===== src/rtl/prga_prog_receiver_pkg.sv =====
// rtl/prga_prog_receiver_pkg.sv - shared state enum and default sizes for the bitstream receiver
package prga_prog_receiver_pkg;

  localparam int DEF_WORD_W    = 32;
  localparam int DEF_NUM_WORDS = 64;
  localparam int DEF_ADDR_W    = 6;

  typedef enum logic [1:0] {
    ST_IDLE  = 2'd0,
    ST_SHIFT = 2'd1,
    ST_DONE  = 2'd2,
    ST_ERROR = 2'd3
  } prog_state_t;

  // Bits needed for a counter that must be able to hold max_val itself.
  function automatic int cnt_width(input int max_val);
    return (max_val < 1) ? 1 : $clog2(max_val + 1);
  endfunction

endpackage


===== src/rtl/prga_prog_receiver_if.sv =====
// rtl/prga_prog_receiver_if.sv - loader-side and config-memory-side signals of the bitstream receiver
interface prga_prog_receiver_if
  import prga_prog_receiver_pkg::*;
#(
  parameter int WORD_W = DEF_WORD_W,
  parameter int ADDR_W = DEF_ADDR_W
);
  logic              prog_rst;
  logic              prog_we;
  logic              prog_din;
  logic              prog_done;
  logic              prog_dout;
  logic              prog_we_o;
  logic              cfg_we;
  logic [ADDR_W-1:0] cfg_addr;
  logic [WORD_W-1:0] cfg_data;
  logic              cfg_ready;
  logic              fabric_en;
  logic              err;

  modport master (
    output prog_rst, prog_we, prog_din, prog_done, cfg_ready,
    input  prog_dout, prog_we_o, cfg_we, cfg_addr, cfg_data, fabric_en, err
  );

  modport slave (
    input  prog_rst, prog_we, prog_din, prog_done, cfg_ready,
    output prog_dout, prog_we_o, cfg_we, cfg_addr, cfg_data, fabric_en, err
  );

endinterface


===== src/rtl/prga_prog_deser.sv =====
// rtl/prga_prog_deser.sv - serial-to-parallel shifter with bit counter and word-complete strobe
module prga_prog_deser
  import prga_prog_receiver_pkg::*;
#(
  parameter  int WORD_W = DEF_WORD_W,
  localparam int CNT_W  = cnt_width(WORD_W)
) (
  input  logic              i_clk,
  input  logic              i_rst_n,
  input  logic              i_clr,
  input  logic              i_en,
  input  logic              i_din,
  output logic [CNT_W-1:0]  o_bit_cnt,
  output logic              o_word_done,
  output logic [WORD_W-1:0] o_word
);

  // Only WORD_W-1 bits are stored: the final bit is taken straight from i_din
  // so the complete word is available on the edge that finishes it.
  logic [WORD_W-2:0] r_shift;
  logic [CNT_W-1:0]  r_bit_cnt;

  assign o_word      = {r_shift, i_din};
  assign o_word_done = i_en && (r_bit_cnt == CNT_W'(WORD_W - 1));
  assign o_bit_cnt   = r_bit_cnt;

  always_ff @(posedge i_clk or negedge i_rst_n) begin
    if (!i_rst_n) begin
      r_shift   <= '0;
      r_bit_cnt <= '0;
    end else if (i_clr) begin
      r_shift   <= '0;
      r_bit_cnt <= '0;
    end else if (i_en) begin
      r_shift   <= o_word[WORD_W-2:0];
      r_bit_cnt <= o_word_done ? '0 : r_bit_cnt + CNT_W'(1);
    end
  end

endmodule


===== src/rtl/prga_prog_receiver.sv =====
// rtl/prga_prog_receiver.sv - serial bitstream receiver feeding a word-wide configuration memory
module prga_prog_receiver
  import prga_prog_receiver_pkg::*;
#(
  parameter int WORD_W    = DEF_WORD_W,
  parameter int NUM_WORDS = DEF_NUM_WORDS,
  parameter int ADDR_W    = DEF_ADDR_W
) (
  input  logic                  prog_clk,
  input  logic                  prog_rst_n,
  prga_prog_receiver_if.slave   bus
);

  localparam int BIT_CNT_W  = cnt_width(WORD_W);
  localparam int WORD_CNT_W = cnt_width(NUM_WORDS);

  prog_state_t           r_state;
  logic [WORD_CNT_W-1:0] r_word_cnt;
  logic                  r_cfg_we;
  logic [ADDR_W-1:0]     r_cfg_addr;
  logic [WORD_W-1:0]     r_cfg_data;
  logic                  r_fabric_en;
  logic                  r_err;
  logic                  r_dout;
  logic                  r_we_o;

  logic                  w_active;
  logic                  w_full;
  logic                  w_bit_en;
  logic                  w_hs;
  logic                  w_go_err;
  logic                  w_go_done;
  logic [BIT_CNT_W-1:0]  w_bit_cnt;
  logic                  w_word_done;
  logic [WORD_W-1:0]     w_word;

  assign w_active = (r_state == ST_IDLE) || (r_state == ST_SHIFT);
  assign w_full   = (r_word_cnt == WORD_CNT_W'(NUM_WORDS));
  assign w_bit_en = w_active && bus.prog_we && !w_full;
  assign w_hs     = r_cfg_we && bus.cfg_ready;

  prga_prog_deser #(
    .WORD_W (WORD_W)
  ) u_deser (
    .i_clk       (prog_clk),
    .i_rst_n     (prog_rst_n),
    .i_clr       (bus.prog_rst),
    .i_en        (w_bit_en),
    .i_din       (bus.prog_din),
    .o_bit_cnt   (w_bit_cnt),
    .o_word_done (w_word_done),
    .o_word      (w_word)
  );

  // A bit arriving with prog_done is counted first; prog_done is judged only
  // on a cycle without a bit, so the check always sees the settled counters.
  always_comb begin
    w_go_err = 1'b0;
    if (w_active) begin
      if (bus.prog_we) begin
        w_go_err = w_full || (w_word_done && r_cfg_we && !bus.cfg_ready);
      end else if (bus.prog_done) begin
        w_go_err = (r_state == ST_IDLE) || !w_full || (w_bit_cnt != '0);
      end
    end
  end

  // A still-pending last word holds off DONE without being an error.
  assign w_go_done = (r_state == ST_SHIFT) && !bus.prog_we && bus.prog_done &&
                     w_full && (w_bit_cnt == '0) && !r_cfg_we;

  always_ff @(posedge prog_clk or negedge prog_rst_n) begin
    if (!prog_rst_n) begin
      r_state     <= ST_IDLE;
      r_word_cnt  <= '0;
      r_cfg_we    <= 1'b0;
      r_cfg_addr  <= '0;
      r_cfg_data  <= '0;
      r_fabric_en <= 1'b0;
      r_err       <= 1'b0;
      r_dout      <= 1'b0;
      r_we_o      <= 1'b0;
    end else if (bus.prog_rst) begin
      r_state     <= ST_IDLE;
      r_word_cnt  <= '0;
      r_cfg_we    <= 1'b0;
      r_cfg_addr  <= '0;
      r_cfg_data  <= '0;
      r_fabric_en <= 1'b0;
      r_err       <= 1'b0;
      r_dout      <= 1'b0;
      r_we_o      <= 1'b0;
    end else begin
      r_dout <= w_active && bus.prog_din;
      r_we_o <= w_active && bus.prog_we;
      if (w_go_err) begin
        r_state     <= ST_ERROR;
        r_err       <= 1'b1;
        r_cfg_we    <= 1'b0;
        r_fabric_en <= 1'b0;
      end else begin
        if (w_hs) begin
          r_cfg_we <= 1'b0;
        end
        // A word finishing on the handshake cycle simply reloads the holding register.
        if (w_word_done) begin
          r_cfg_we   <= 1'b1;
          r_cfg_data <= w_word;
          r_cfg_addr <= ADDR_W'(r_word_cnt);
          r_word_cnt <= r_word_cnt + WORD_CNT_W'(1);
        end
        if ((r_state == ST_IDLE) && w_bit_en) begin
          r_state <= ST_SHIFT;
        end
        if (w_go_done) begin
          r_state     <= ST_DONE;
          r_fabric_en <= 1'b1;
        end
      end
    end
  end

  assign bus.prog_dout = r_dout;
  assign bus.prog_we_o = r_we_o;
  assign bus.cfg_we    = r_cfg_we;
  assign bus.cfg_addr  = r_cfg_addr;
  assign bus.cfg_data  = r_cfg_data;
  assign bus.fabric_en = r_fabric_en;
  assign bus.err       = r_err;

endmodule

===== src/flat_wrapper.sv =====
// flat-port wrapper written by rule: the top's interface ports become plain ports
module prga_prog_receiver_flat import prga_prog_receiver_pkg::*;
#(
  parameter int WORD_W    = DEF_WORD_W,
  parameter int NUM_WORDS = DEF_NUM_WORDS,
  parameter int ADDR_W    = DEF_ADDR_W
)
  (prog_clk, prog_rst_n, bus_prog_rst, bus_prog_we, bus_prog_din, bus_prog_done, bus_cfg_ready, bus_prog_dout, bus_prog_we_o, bus_cfg_we, bus_cfg_addr, bus_cfg_data, bus_fabric_en, bus_err);
  prga_prog_receiver_if #(.WORD_W(WORD_W), .ADDR_W(ADDR_W)) bus_i ();
  input  logic prog_clk;
  input  logic prog_rst_n;
  input wire logic [$bits(bus_i.prog_rst)-1:0] bus_prog_rst;
  input wire logic [$bits(bus_i.prog_we)-1:0] bus_prog_we;
  input wire logic [$bits(bus_i.prog_din)-1:0] bus_prog_din;
  input wire logic [$bits(bus_i.prog_done)-1:0] bus_prog_done;
  input wire logic [$bits(bus_i.cfg_ready)-1:0] bus_cfg_ready;
  output wire logic [$bits(bus_i.prog_dout)-1:0] bus_prog_dout;
  output wire logic [$bits(bus_i.prog_we_o)-1:0] bus_prog_we_o;
  output wire logic [$bits(bus_i.cfg_we)-1:0] bus_cfg_we;
  output wire logic [$bits(bus_i.cfg_addr)-1:0] bus_cfg_addr;
  output wire logic [$bits(bus_i.cfg_data)-1:0] bus_cfg_data;
  output wire logic [$bits(bus_i.fabric_en)-1:0] bus_fabric_en;
  output wire logic [$bits(bus_i.err)-1:0] bus_err;
  assign bus_i.prog_rst = bus_prog_rst;
  assign bus_i.prog_we = bus_prog_we;
  assign bus_i.prog_din = bus_prog_din;
  assign bus_i.prog_done = bus_prog_done;
  assign bus_i.cfg_ready = bus_cfg_ready;
  assign bus_prog_dout = bus_i.prog_dout;
  assign bus_prog_we_o = bus_i.prog_we_o;
  assign bus_cfg_we = bus_i.cfg_we;
  assign bus_cfg_addr = bus_i.cfg_addr;
  assign bus_cfg_data = bus_i.cfg_data;
  assign bus_fabric_en = bus_i.fabric_en;
  assign bus_err = bus_i.err;
  prga_prog_receiver #(.WORD_W(WORD_W), .NUM_WORDS(NUM_WORDS), .ADDR_W(ADDR_W)) u_core (.prog_clk(prog_clk), .prog_rst_n(prog_rst_n), .bus(bus_i));
endmodule

===== config.mk =====
export PLATFORM = sky130hd
export DESIGN_NAME = prga_prog_receiver_flat
export DESIGN_NICKNAME = d
export VERILOG_FILES = /design/src/rtl/prga_prog_receiver_pkg.sv /design/src/rtl/prga_prog_receiver_if.sv /design/src/rtl/prga_prog_deser.sv /design/src/rtl/prga_prog_receiver.sv /design/src/flat_wrapper.sv
export SDC_FILE = /design/constraint.sdc
export NUM_CORES = 1
export LEC_CHECK = 0
export CAP_MARGIN = 20
export CELL_PAD_IN_SITES_DETAIL_PLACEMENT = 0
export CELL_PAD_IN_SITES_GLOBAL_PLACEMENT = 2
export CORE_UTILIZATION = 37
export CTS_CLUSTER_DIAMETER = 200
export CTS_CLUSTER_SIZE = 20
export DETAILED_ROUTE_END_ITERATION = 16
export PLACE_DENSITY_LB_ADDON = 0.08
export RECOVER_POWER = 25
export SLEW_MARGIN = 10
export SYNTH_ARGS = -nofsm -noshare
export SYNTH_HDL_FRONTEND = slang
export SYNTH_SLANG_ARGS = --single-unit

===== constraint.sdc =====
create_clock -name prog_clk -period 4.38 [get_ports prog_clk]
set_input_delay 0.657 -clock prog_clk [delete_from_list [all_inputs] [get_ports prog_clk]]
set_output_delay 0.657 -clock prog_clk [all_outputs]
set_load 0.05 [all_outputs]

==> results of run 1 <==
-- through the flow --
stage	setup slack, ps	util (%)	power [W]
after floorplan	2660	-	0.000897
after global placement	1290	44.1	0.000931
after detailed placement	1270	44.1	0.000932
after CTS	1640	46.3	0.00157
after global routing	1460	46.3	0.00160
final	1680	46.3	0.00154
-- area by class of cell --
class | instances | area [µm²] | area share [%]
clock buffer | 10 | 128 | 2.78
clock inverter | 6 | 91.3 | 1.99
inverter | 5 | 18.8 | 0.409
multi-input combinational | 292 | 1430 | 31.1
sequential | 89 | 2230 | 48.6
tap | 133 | 166 | 3.63
timing repair buffer | 55 | 528 | 11.5
-- power breakdown --
group	switching, W	internal, W	total [W]
logic	0.0000624	0.0000188	0.0000812
clock network	0.000303	0.000324	0.000627
registers	0.00000411	0.000826	0.000831
-- logic make-up after synthesis --
kind of cell    count (synthesis)  synth area share [%]
buf+inv                        32                  5.08
fa+ha+maj                       4                  1.30
compound gates                 87                  11.8
simple gates                  194                  22.3
mux                             1                 0.261
xor+xnor                        6                  1.37
flops                          89                  58.0
-- registers in the layout, indices dropped and copies added (netlist names) --
register                  cells
u_core.bus.prog_dout          1
u_core.u_deser.o_bit_cnt      6
u_core.r_word_cnt             7
u_core.bus.fabric_en          1
u_core.r_state                2
u_core.bus.cfg_data          32
u_core.bus.cfg_addr           6
u_core.bus.err                1
u_core.bus.prog_we_o          1
u_core.u_deser.r_shift       31
u_core.bus.cfg_we             1
-- how the worst max path moves through the flow --
| stage | startpoint | to | depth (start not counted) |
|---|---|---|---|
| final | bus_prog_we | u_core.r_word_cnt[3]$_DFFE_PN0P_ | 7 |
| after global routing | u_core.r_word_cnt[0]$_DFFE_PN0P_ | u_core.r_word_cnt[3]$_DFFE_PN0P_ | 8 |
| after CTS | bus_prog_we | u_core.r_word_cnt[3]$_DFFE_PN0P_ | 7 |
| after detailed placement | bus_prog_we | u_core.r_word_cnt[3]$_DFFE_PN0P_ | 7 |
| after global placement | bus_prog_we | u_core.r_word_cnt[3]$_DFFE_PN0P_ | 7 |
| after floorplan | u_core.u_deser.o_bit_cnt[0]$_DFFE_PN0P_ | u_core.r_word_cnt[2]$_DFFE_PN0P_ | 7 |
-- cells in the final DEF (no fill, tap or decap), drive strengths merged --
cell type        n
nor4             2
ha               4
and3             1
xor2             2
buf              8
nand2          146
nor3             3
nor2            13
dfrtp           89
a21o             2
nand4            5
and3b            3
clkinvlp         3
inv              6
or3              1
bufinv           2
a31o             1
a21oi           80
mux2i            1
o21ai            3
xnor2            4
nor4bb           1
nand3            7
and2b            1
nand2b           5
a22o             1
clkbuf          10
nor2b            1
and4             1
nor4b            2
clkdlybuf4s50   47
nor3b            2
-- routing by layer --
layer,GRT usage (%),up-vias,share of wire (%)
met5,0,-,0
met2,27.0,40,46
li1,-,1430,-
met1,22.3,1432,49
met3,4.20,8,3.1
met4,4.59,0,1.1
-- worst max-delay path: stages --
cell,delay [ps]
clkdlybuf4s50_1,500
nand2b_1,160
a21oi_4,140
buf_4,380
nand3_4,490
or3_1,500
a21oi_1,140
==> results.py, run 1 <==
metrics = {
    "outcome": {
        "status": "finished, final reports clean",
    },
    "global_routing": {
        "grt_max_degree": 65,
        "grt-ovfl-total": 0,
        "gr-usage-all-layers_pct": 16.7,
        "grt_pass1_wl_um": 14500,
        "antenna_found_initial": 0,
        "grt_pass1_vias": 2893,
    },
    "timing": {
        "relSlewSlack_pct": 36.8,
        "clock_skew_ps": 7.24,
        "rsz0062_at_grt": "false",
        "setup_viol": 0,
        "worst_pin_slew_ps": 947,
        "hold_viol_final": 0,
        "fmax_mhz": 371,
        "maxSlewViolCount": 0,
        "whs_ps": 385,
        "fin_setup_tns_ps": 0,
        "min_period_ps": 2700,
        "fin_crit_sh_pct": 61.6,
    },
    "final_layout": {
        "area_growth_pct": 19.4,
        "fillers": 1011,
        "postLayoutCellArea_um2": 4590,
        "n_antenna_cell": 0,
        "finalNetCount": 463,
        "layout-drive-gt1-share_pct": 5.91,
        "final_cells": 590,
    },
    "critical_path": {
        "critPathRequiredTime_ps": 4650,
        "end_kind": "register",
        "r2r-end": "u_core.r_word_cnt[3]$_DFFE_PN0P_",
        "cp.arrival_ps": 2970,
        "start_kind": "input port",
        "crit_fanout": 41,
        "rrSetupSlack_ps": 1740,
        "reg2reg_from": "u_core.r_word_cnt[0]$_DFFE_PN0P_",
        "critical_path_class": "in -> reg",
        "reg2regPathDepth": 8,
    },
    "logic_synthesis": {
        "ys_types": 34,
        "yosysSeqAreaShare_pct": 58.0,
        "syn_area_um2": 3840,
        "yosys_register_bits": 89,
        "synth_top_area_cell": "dfrtp_1",
        "synth.top_cell.area_share_pct": 58.0,
        "synth_commonest_cells": "146 x nand2_1, 89 x dfrtp_1, 79 x a21oi_1",
        "async_flop_share_pct": 100,
        "yosys_warnings": 0,
        "syn_avg_cell_area_um2": 9.30,
        "synthFlopType": "dfrtp_1",
        "synth_edf_count": 0,
        "synth.most_common_cell": "nand2_1",
        "synth_cells": 413,
        "synth.net_count": 424,
        "synthTopCellsByArea": "dfrtp_1 58%, nand2_1 14%, a21oi_1 10%, buf_6 2.3%, ha_1 1.3%",
    },
    "power": {
        "peakVddDrop_mv": 0.194,
        "power.density_nw_per_um2": 335,
        "p_leak_nw": 1.87,
    },
    "drt": {
        "firstDrtPassIters": 4,
        "viasPerCell": 4.93,
        "post_drt_wl_per_cell_um": 14.0,
        "ant_nets": 0,
        "drc": 0,
        "drt_iter0_markers": 117,
        "wl_um": 8270,
        "route.vias.total": 2910,
    },
    "floorplan": {
        "core-area_um2": 9910,
        "row_count": 36,
        "die_x_um": 104,
        "die_area_um2": 10800,
        "initial_core_util_pct": 38.8,
        "dieHeight_um": 104,
        "io_pins": 50,
    },
    "placement": {
        "hpwl_um": 4930,
        "port_buffers": 49,
        "place.gp.congestion": 0.706,
        "place_inst": 574,
        "placed_area_um2": 4370,
    },
    "clocking": {
        "post_cts_buffers": 0,
        "clockBufferDepth": 2,
        "clk_latency_ps": 360,
        "ctsHtreeMaxLevel": 3,
        "cts_resized": 0,
        "clock-sinks": 89,
        "cts_buffers": 9,
        "cts_tree": "yes",
        "cts_root_buffer": "clkbuf_8",
        "cts_hold_buffers": 0,
        "cts.clk_slew.worst_paths_ps": 90,
    },
    "flow_run": {
        "cap_violations": 0,
    },
    "min_path": {
        "hp-class": "in -> async",
    },
}
Power figures use the tool's default switching activity.
==> inputs of run 2 (changes only) <==
--- a/config.mk
+++ b/config.mk
@@ -8,7 +8,7 @@
 export CAP_MARGIN = 20
 export CELL_PAD_IN_SITES_DETAIL_PLACEMENT = 0
 export CELL_PAD_IN_SITES_GLOBAL_PLACEMENT = 2
-export CORE_UTILIZATION = 37
+export CORE_UTILIZATION = 31
 export CTS_CLUSTER_DIAMETER = 200
 export CTS_CLUSTER_SIZE = 20
 export DETAILED_ROUTE_END_ITERATION = 16
==> constraint.sdc (replaced) <==
create_clock -name prog_clk -period 2.2 [get_ports prog_clk]
set_input_delay 0.33 -clock prog_clk [delete_from_list [all_inputs] [get_ports prog_clk]]
set_output_delay 0.33 -clock prog_clk [all_outputs]
set_load 0.05 [all_outputs]
==> results.py, run 2 (synthesis gave the netlist of run 1 again) <==
metrics = {
    "floorplan": {
        "die_area_um2": 12800,
        "initial_core_util_pct": 31.9,
        "dieHeight_um": 113,
        "core-area_um2": 12100,
        "io_pins": 50,
        "die_x_um": 113,
        "row_count": 40,
    },
    "timing": {
        "fin_crit_sh_pct": 91.0,
        "hold_viol_final": 0,
        "clock_skew_ps": 7.63,
        "fmax_mhz": 499,
        "setup_viol": 0,
        "fin_setup_tns_ps": 0,
        "rsz0062_at_grt": "false",
        "worst_pin_slew_ps": 1030,
        "maxSlewViolCount": 0,
        "min_period_ps": 2000,
        "relSlewSlack_pct": 31.2,
    },
    "critical_path": {
        "critical_path_class": "reg -> reg",
        "start_kind": "register",
        "reg2reg_from": "u_core.r_word_cnt[0]$_DFFE_PN0P_",
        "r2r-end": "u_core.u_deser.r_shift[15]$_DFFE_PN0P_",
        "rrSetupSlack_ps": 200,
        "critPathMaxStageDelay_ps": 430,
        "critPathRequiredTime_ps": 2460,
        "crit_fanout": 17,
        "critPathLaunch": "u_core.r_word_cnt[0]$_DFFE_PN0P_",
        "crit_path_end": "u_core.u_deser.r_shift[15]$_DFFE_PN0P_",
        "cp_cell_sequence": "inv_1 -> ha_1 -> nor4b_4 -> a21o_1 -> buf_4 -> nand2_1 -> a21oi_1",
        "cp.arrival_ps": 2260,
        "cp_slowest_cell": "a21o_1",
        "reg2regPathDepth": 7,
        "end_kind": "register",
    },
    "drt": {
        "post_drt_wl_per_cell_um": 14.3,
        "firstDrtPassIters": 4,
        "drt_iter0_markers": 133,
        "ant_nets": 0,
        "drc": 0,
        "wl_um": 9100,
        "viasPerCell": 4.65,
        "route.vias.total": 2952,
    },
    "final_layout": {
        "seqCellArea_um2": 2230,
        "mostFrequentLayoutCell": "nand2_1",
        "utilization_pct": 39.7,
        "layout-drive-gt1-share_pct": 6.85,
        "postLayoutCellArea_um2": 4790,
        "final_cell_mix": "146 x nand2_1, 89 x dfrtp_1, 79 x a21oi_1",
        "n_antenna_cell": 0,
        "finalNetCount": 473,
        "multi_input_area_um2": 1430,
        "area_growth_pct": 24.6,
        "fillers": 1247,
        "largest_reg_flops": 32,
    },
    "min_path": {
        "min_from": "u_core.r_state[1]$_DFFE_PN0P_",
        "hp-class": "reg -> reg",
    },
    "global_routing": {
        "antenna_found_initial": 0,
        "grt_pass1_wl_um": 15100,
        "grt-ovfl-total": 0,
        "grt_pass1_vias": 2845,
        "grt_max_degree": 52,
        "gr-usage-all-layers_pct": 15.3,
    },
    "clocking": {
        "cts.clk_slew.worst_paths_ps": 60,
        "clockBufferDepth": 2,
        "cts_tree": "yes",
        "post_cts_buffers": 0,
        "cts_buffers": 9,
        "clock-sinks": 89,
        "clk_latency_ps": 340,
        "ctsHtreeMaxLevel": 3,
        "cts_root_buffer": "clkbuf_16",
    },
    "placement": {
        "port_buffers": 49,
        "placed_area_um2": 4500,
        "place.gp.congestion": 0.713,
        "hpwl_um": 5770,
    },
    "power": {
        "swShare_pct": 23.1,
        "clockPowerShare_pct": 44.1,
        "p_seq_share_pct": 50.5,
        "p_switching_w": 0.000757,
        "power.density_nw_per_um2": 685,
        "p_comb_share_pct": 5.4,
        "p_leak_nw": 1.95,
        "intPower_w": 0.00252,
        "peakVddDrop_mv": 0.233,
    },
    "flow_run": {
        "cap_violations": 0,
    },
    "outcome": {
        "status": "finished, final reports clean",
    },
}
==> run 2: changes by cell type in the layout (fill, tap and decap cells not counted), sizes merged <==
cell / change
clkinv: +1
dlygate4sd3: +1
clkbuf: +7
clkinvlp: -2
buf: +6
inv: -1
bufinv: -2
==> run 2: critical path: cells and delay by family, from the launching register on <==
family	cells	cell delay, ps
AO/OA/AOI/OAI	2	580
adder cells (fa/ha/maj)	1	150
buffers and inverters	2	370
flip-flops	1	370
AND/OR/NAND/NOR	2	450
==> run 2: layer usage <==
metal,vias up,wire (µm),track usage [%]
met5,-,0,0
met4,0,166,6.84
met3,12,244,2.84
met2,48,3990,22.4
met1,1441,4700,22.0
li1,1451,-,-
==> run 2: worst min path at each step <==
stage	to	slack, ps	cells after the start
finish	u_core.bus.prog_dout$_DFF_PN0_	490	1
global route	u_core.bus.prog_dout$_DFF_PN0_	500	1
CTS	u_core.r_word_cnt[4]$_DFFE_PN0P_	380	2
detailed placement	u_core.bus.cfg_addr[0]$_DFFE_PN0P_	350	1
global placement	u_core.bus.prog_we_o$_DFF_PN0_	340	1
floorplan	u_core.bus.cfg_addr[0]$_DFFE_PN0P_	30	0
==> run 2: through the flow <==
stage	setup WS (ps)	cells	total power [W]	hold slack, ps
floorplan	478	413	0.00179	34.4
global placement	54.0	618	0.00187	343
detailed placement	63.9	618	0.00187	350
CTS	174	635	0.00334	381
global route	3.41	635	0.00342	500
finish	197	635	0.00328	486
==> run 2: area by class of cell <==
cell class	instances	area share, %
multi-input combinational	292	29.8
clock inverter	2	0.261
timing repair buffer	65	13.1
sequential	89	46.5
inverter	5	0.392
tap	168	4.39
clock buffer	14	5.51
==> run 2: what timing repair did <==
action,in CTS,in global routing
hold buffers,1,0
endpoints found under the setup margin,0,3
gates resized for setup,0,1
endpoints found under the hold margin,38,0
==> run 2: power groups by stage <==
stage,clock network (W),registers (W),logic [W]
after detailed placement,0,0.00169,0.000183
final,0.00144,0.00166,0.000176
after floorplan,0,0.00170,0.0000887
after CTS,0.00150,0.00166,0.000185
after global placement,0,0.00169,0.000183
after global routing,0.00157,0.00166,0.000198
==> inputs of run 3 (changes only) <==
--- a/config.mk
+++ b/config.mk
@@ -8,10 +8,12 @@
 export CAP_MARGIN = 20
 export CELL_PAD_IN_SITES_DETAIL_PLACEMENT = 0
 export CELL_PAD_IN_SITES_GLOBAL_PLACEMENT = 2
+export CORE_MARGIN = 4
 export CORE_UTILIZATION = 31
 export CTS_CLUSTER_DIAMETER = 200
 export CTS_CLUSTER_SIZE = 20
 export DETAILED_ROUTE_END_ITERATION = 16
+export GPL_ROUTABILITY_DRIVEN = 0
 export PLACE_DENSITY_LB_ADDON = 0.08
 export RECOVER_POWER = 25
 export SLEW_MARGIN = 10
==> results.py, run 3 (synthesis gave the netlist of run 1 again) <==
metrics = {
    "power": {
        "p_comb_share_pct": 5.3,
        "clockPowerShare_pct": 46.4,
        "swShare_pct": 22.2,
        "peakVddDrop_mv": 0.234,
        "p_switching_w": 0.000762,
        "p_seq_share_pct": 48.2,
        "power.density_nw_per_um2": 710,
        "p_leak_nw": 1.98,
        "intPower_w": 0.00267,
    },
    "final_layout": {
        "final_cell_mix": "146 x nand2_1, 89 x dfrtp_1, 79 x a21oi_1",
        "final_cells": 636,
        "mostFrequentLayoutCell": "nand2_1",
        "area_growth_pct": 26.0,
        "n_antenna_cell": 0,
        "finalNetCount": 474,
        "utilization_pct": 40.1,
        "largest_reg_flops": 32,
        "layout-drive-gt1-share_pct": 7.48,
    },
    "timing": {
        "whs_ps": 366,
        "hold_viol_final": 0,
        "min_period_ps": 1930,
        "fin_setup_tns_ps": 0,
        "fin_crit_sh_pct": 87.8,
        "layout_setup_ws_ps": 269,
        "maxSlewViolCount": 0,
        "fmax_mhz": 518,
        "clock_skew_ps": 5.27,
        "rsz0062_at_grt": "false",
        "relSlewSlack_pct": 8.04,
        "setup_viol": 0,
        "worst_pin_slew_ps": 1380,
    },
    "critical_path": {
        "cp.arrival_ps": 2160,
        "crit_fanout": 11,
        "cp_cell_sequence": "inv_1 -> ha_1 -> nor4b_4 -> a21o_1 -> buf_4 -> nor3_1 -> a21oi_1 -> nor2_1",
        "start_kind": "register",
        "reg2reg_from": "u_core.r_word_cnt[0]$_DFFE_PN0P_",
        "cp.depth": 8,
        "cp_slowest_cell": "dfrtp_1",
        "crit_path_end": "u_core.u_deser.o_bit_cnt[3]$_DFFE_PN0P_",
        "rrSetupSlack_ps": 270,
        "end_kind": "register",
        "cp_num_buf_inv": 2,
        "critPathMaxStageDelay_ps": 380,
        "critPathLaunch": "u_core.r_word_cnt[0]$_DFFE_PN0P_",
        "r2r-end": "u_core.u_deser.o_bit_cnt[3]$_DFFE_PN0P_",
        "cp_top_family": "compound AO/OA/AOI/OAI gates",
        "critPathRequiredTime_ps": 2430,
        "reg2regPathDepth": 8,
        "critical_path_class": "reg -> reg",
    },
    "clocking": {
        "cts_hold_buffers": 1,
        "post_cts_buffers": 0,
        "ctsHtreeMaxLevel": 3,
        "clk_latency_ps": 350,
        "clock-sinks": 89,
        "cts_buffers": 9,
        "cts_resized": 0,
        "cts_root_buffer": "clkbuf_16",
        "cts.clk_slew.worst_paths_ps": 60,
        "cts_tree": "yes",
        "clockBufferDepth": 2,
    },
    "min_path": {
        "hp-class": "in -> reg",
    },
    "drt": {
        "ant_nets": 0,
        "drc": 0,
        "firstDrtPassIters": 4,
        "viasPerCell": 4.64,
        "drt_iter0_markers": 169,
        "post_drt_wl_per_cell_um": 14.5,
        "route.vias.total": 2949,
        "wl_um": 9230,
    },
    "global_routing": {
        "antenna_found_initial": 0,
        "grt_max_degree": 46,
        "grt_pass1_vias": 2962,
        "grt_pass1_wl_um": 15600,
        "grt-ovfl-total": 0,
        "gr-usage-all-layers_pct": 13.9,
    },
    "flow_run": {
        "cap_violations": 0,
    },
    "placement": {
        "hpwl_um": 5840,
        "place_inst": 619,
        "port_buffers": 49,
        "post-place-ws_ps": 85.2,
    },
    "floorplan": {
        "die_x_um": 119,
        "initial_core_util_pct": 31.9,
        "dieHeight_um": 119,
        "io_pins": 50,
        "core-area_um2": 12100,
        "die_area_um2": 14200,
        "row_count": 40,
    },
    "outcome": {
        "status": "finished, final reports clean",
    },
}
==> run 3: changes by cell type in the layout (fill, tap and decap cells not counted), sizes merged <==
cell,previous run,this run
bufinv,0,1
clkbuf,17,15
dlygate4sd3,1,3
clkinvlp,1,0
buf,14,17
clkdlybuf4s50,47,45
==> run 3: worst min-delay path by stage <==
stage | start | to | slack (ps) | cells after the start
2_1_floorplan | prog_rst_n | u_core.bus.cfg_addr[0]$_DFFE_PN0P_ | 30 | 0
3_3_place_gp | prog_rst_n | u_core.bus.cfg_addr[0]$_DFFE_PN0P_ | 260 | 1
3_5_place_dp | prog_rst_n | u_core.bus.cfg_addr[0]$_DFFE_PN0P_ | 260 | 1
4_1_cts | bus_prog_rst | u_core.r_word_cnt[0]$_DFFE_PN0P_ | 360 | 2
5_1_grt | bus_prog_rst | u_core.r_word_cnt[0]$_DFFE_PN0P_ | 400 | 2
6_report | bus_prog_rst | u_core.r_word_cnt[0]$_DFFE_PN0P_ | 370 | 2
==> run 3: final cells by class <==
type                    instances  area (µm²)
clock buffers                  14         274
clock inverters                 2        35.0
fillers                      1211        7220
inverters                       5        18.8
multi-input cells             292        1430
flip-flops and latches         89        2230
well taps                     168         210
repair buffers                 66         647
==> run 3: metrics by stage <==
stage | cell area (µm²) | power (W)
3_5_place_dp | 4520 | 0.00188
5_1_grt | 4840 | 0.00357
3_3_place_gp | 4520 | 0.00188
6_report | 4840 | 0.00343
2_1_floorplan | 3840 | 0.00179
4_1_cts | 4840 | 0.00351
==> run 3: worst register-to-register path, stage by stage, from the launching register on <==
cell and delay [ps]:
dfrtp_1 380, inv_1 60, ha_1 150, nor4b_4 360, a21o_1 370, buf_4 250
nor3_1 70, a21oi_1 130, nor2_1 50
==> run 3: layer usage <==
metal / vias to the layer above / routed length, µm / GRT usage (%)
li1: 1456 / - / -
met1: 1432 / 4530 / 19.5
met2: 49 / 4110 / 20.3
met3: 12 / 386 / 3.18
met4: 0 / 206 / 6.66
met5: - / 0 / 0
==> run 3: power groups by stage <==
| stage | clock network, W | registers (W) | logic (W) |
|---|---|---|---|
| floorplan | 0 | 0.00170 | 0.0000887 |
| global placement | 0 | 0.00169 | 0.000190 |
| detailed placement | 0 | 0.00169 | 0.000190 |
| CTS | 0.00166 | 0.00166 | 0.000192 |
| global route | 0.00171 | 0.00166 | 0.000207 |
| finish | 0.00159 | 0.00166 | 0.000183 |
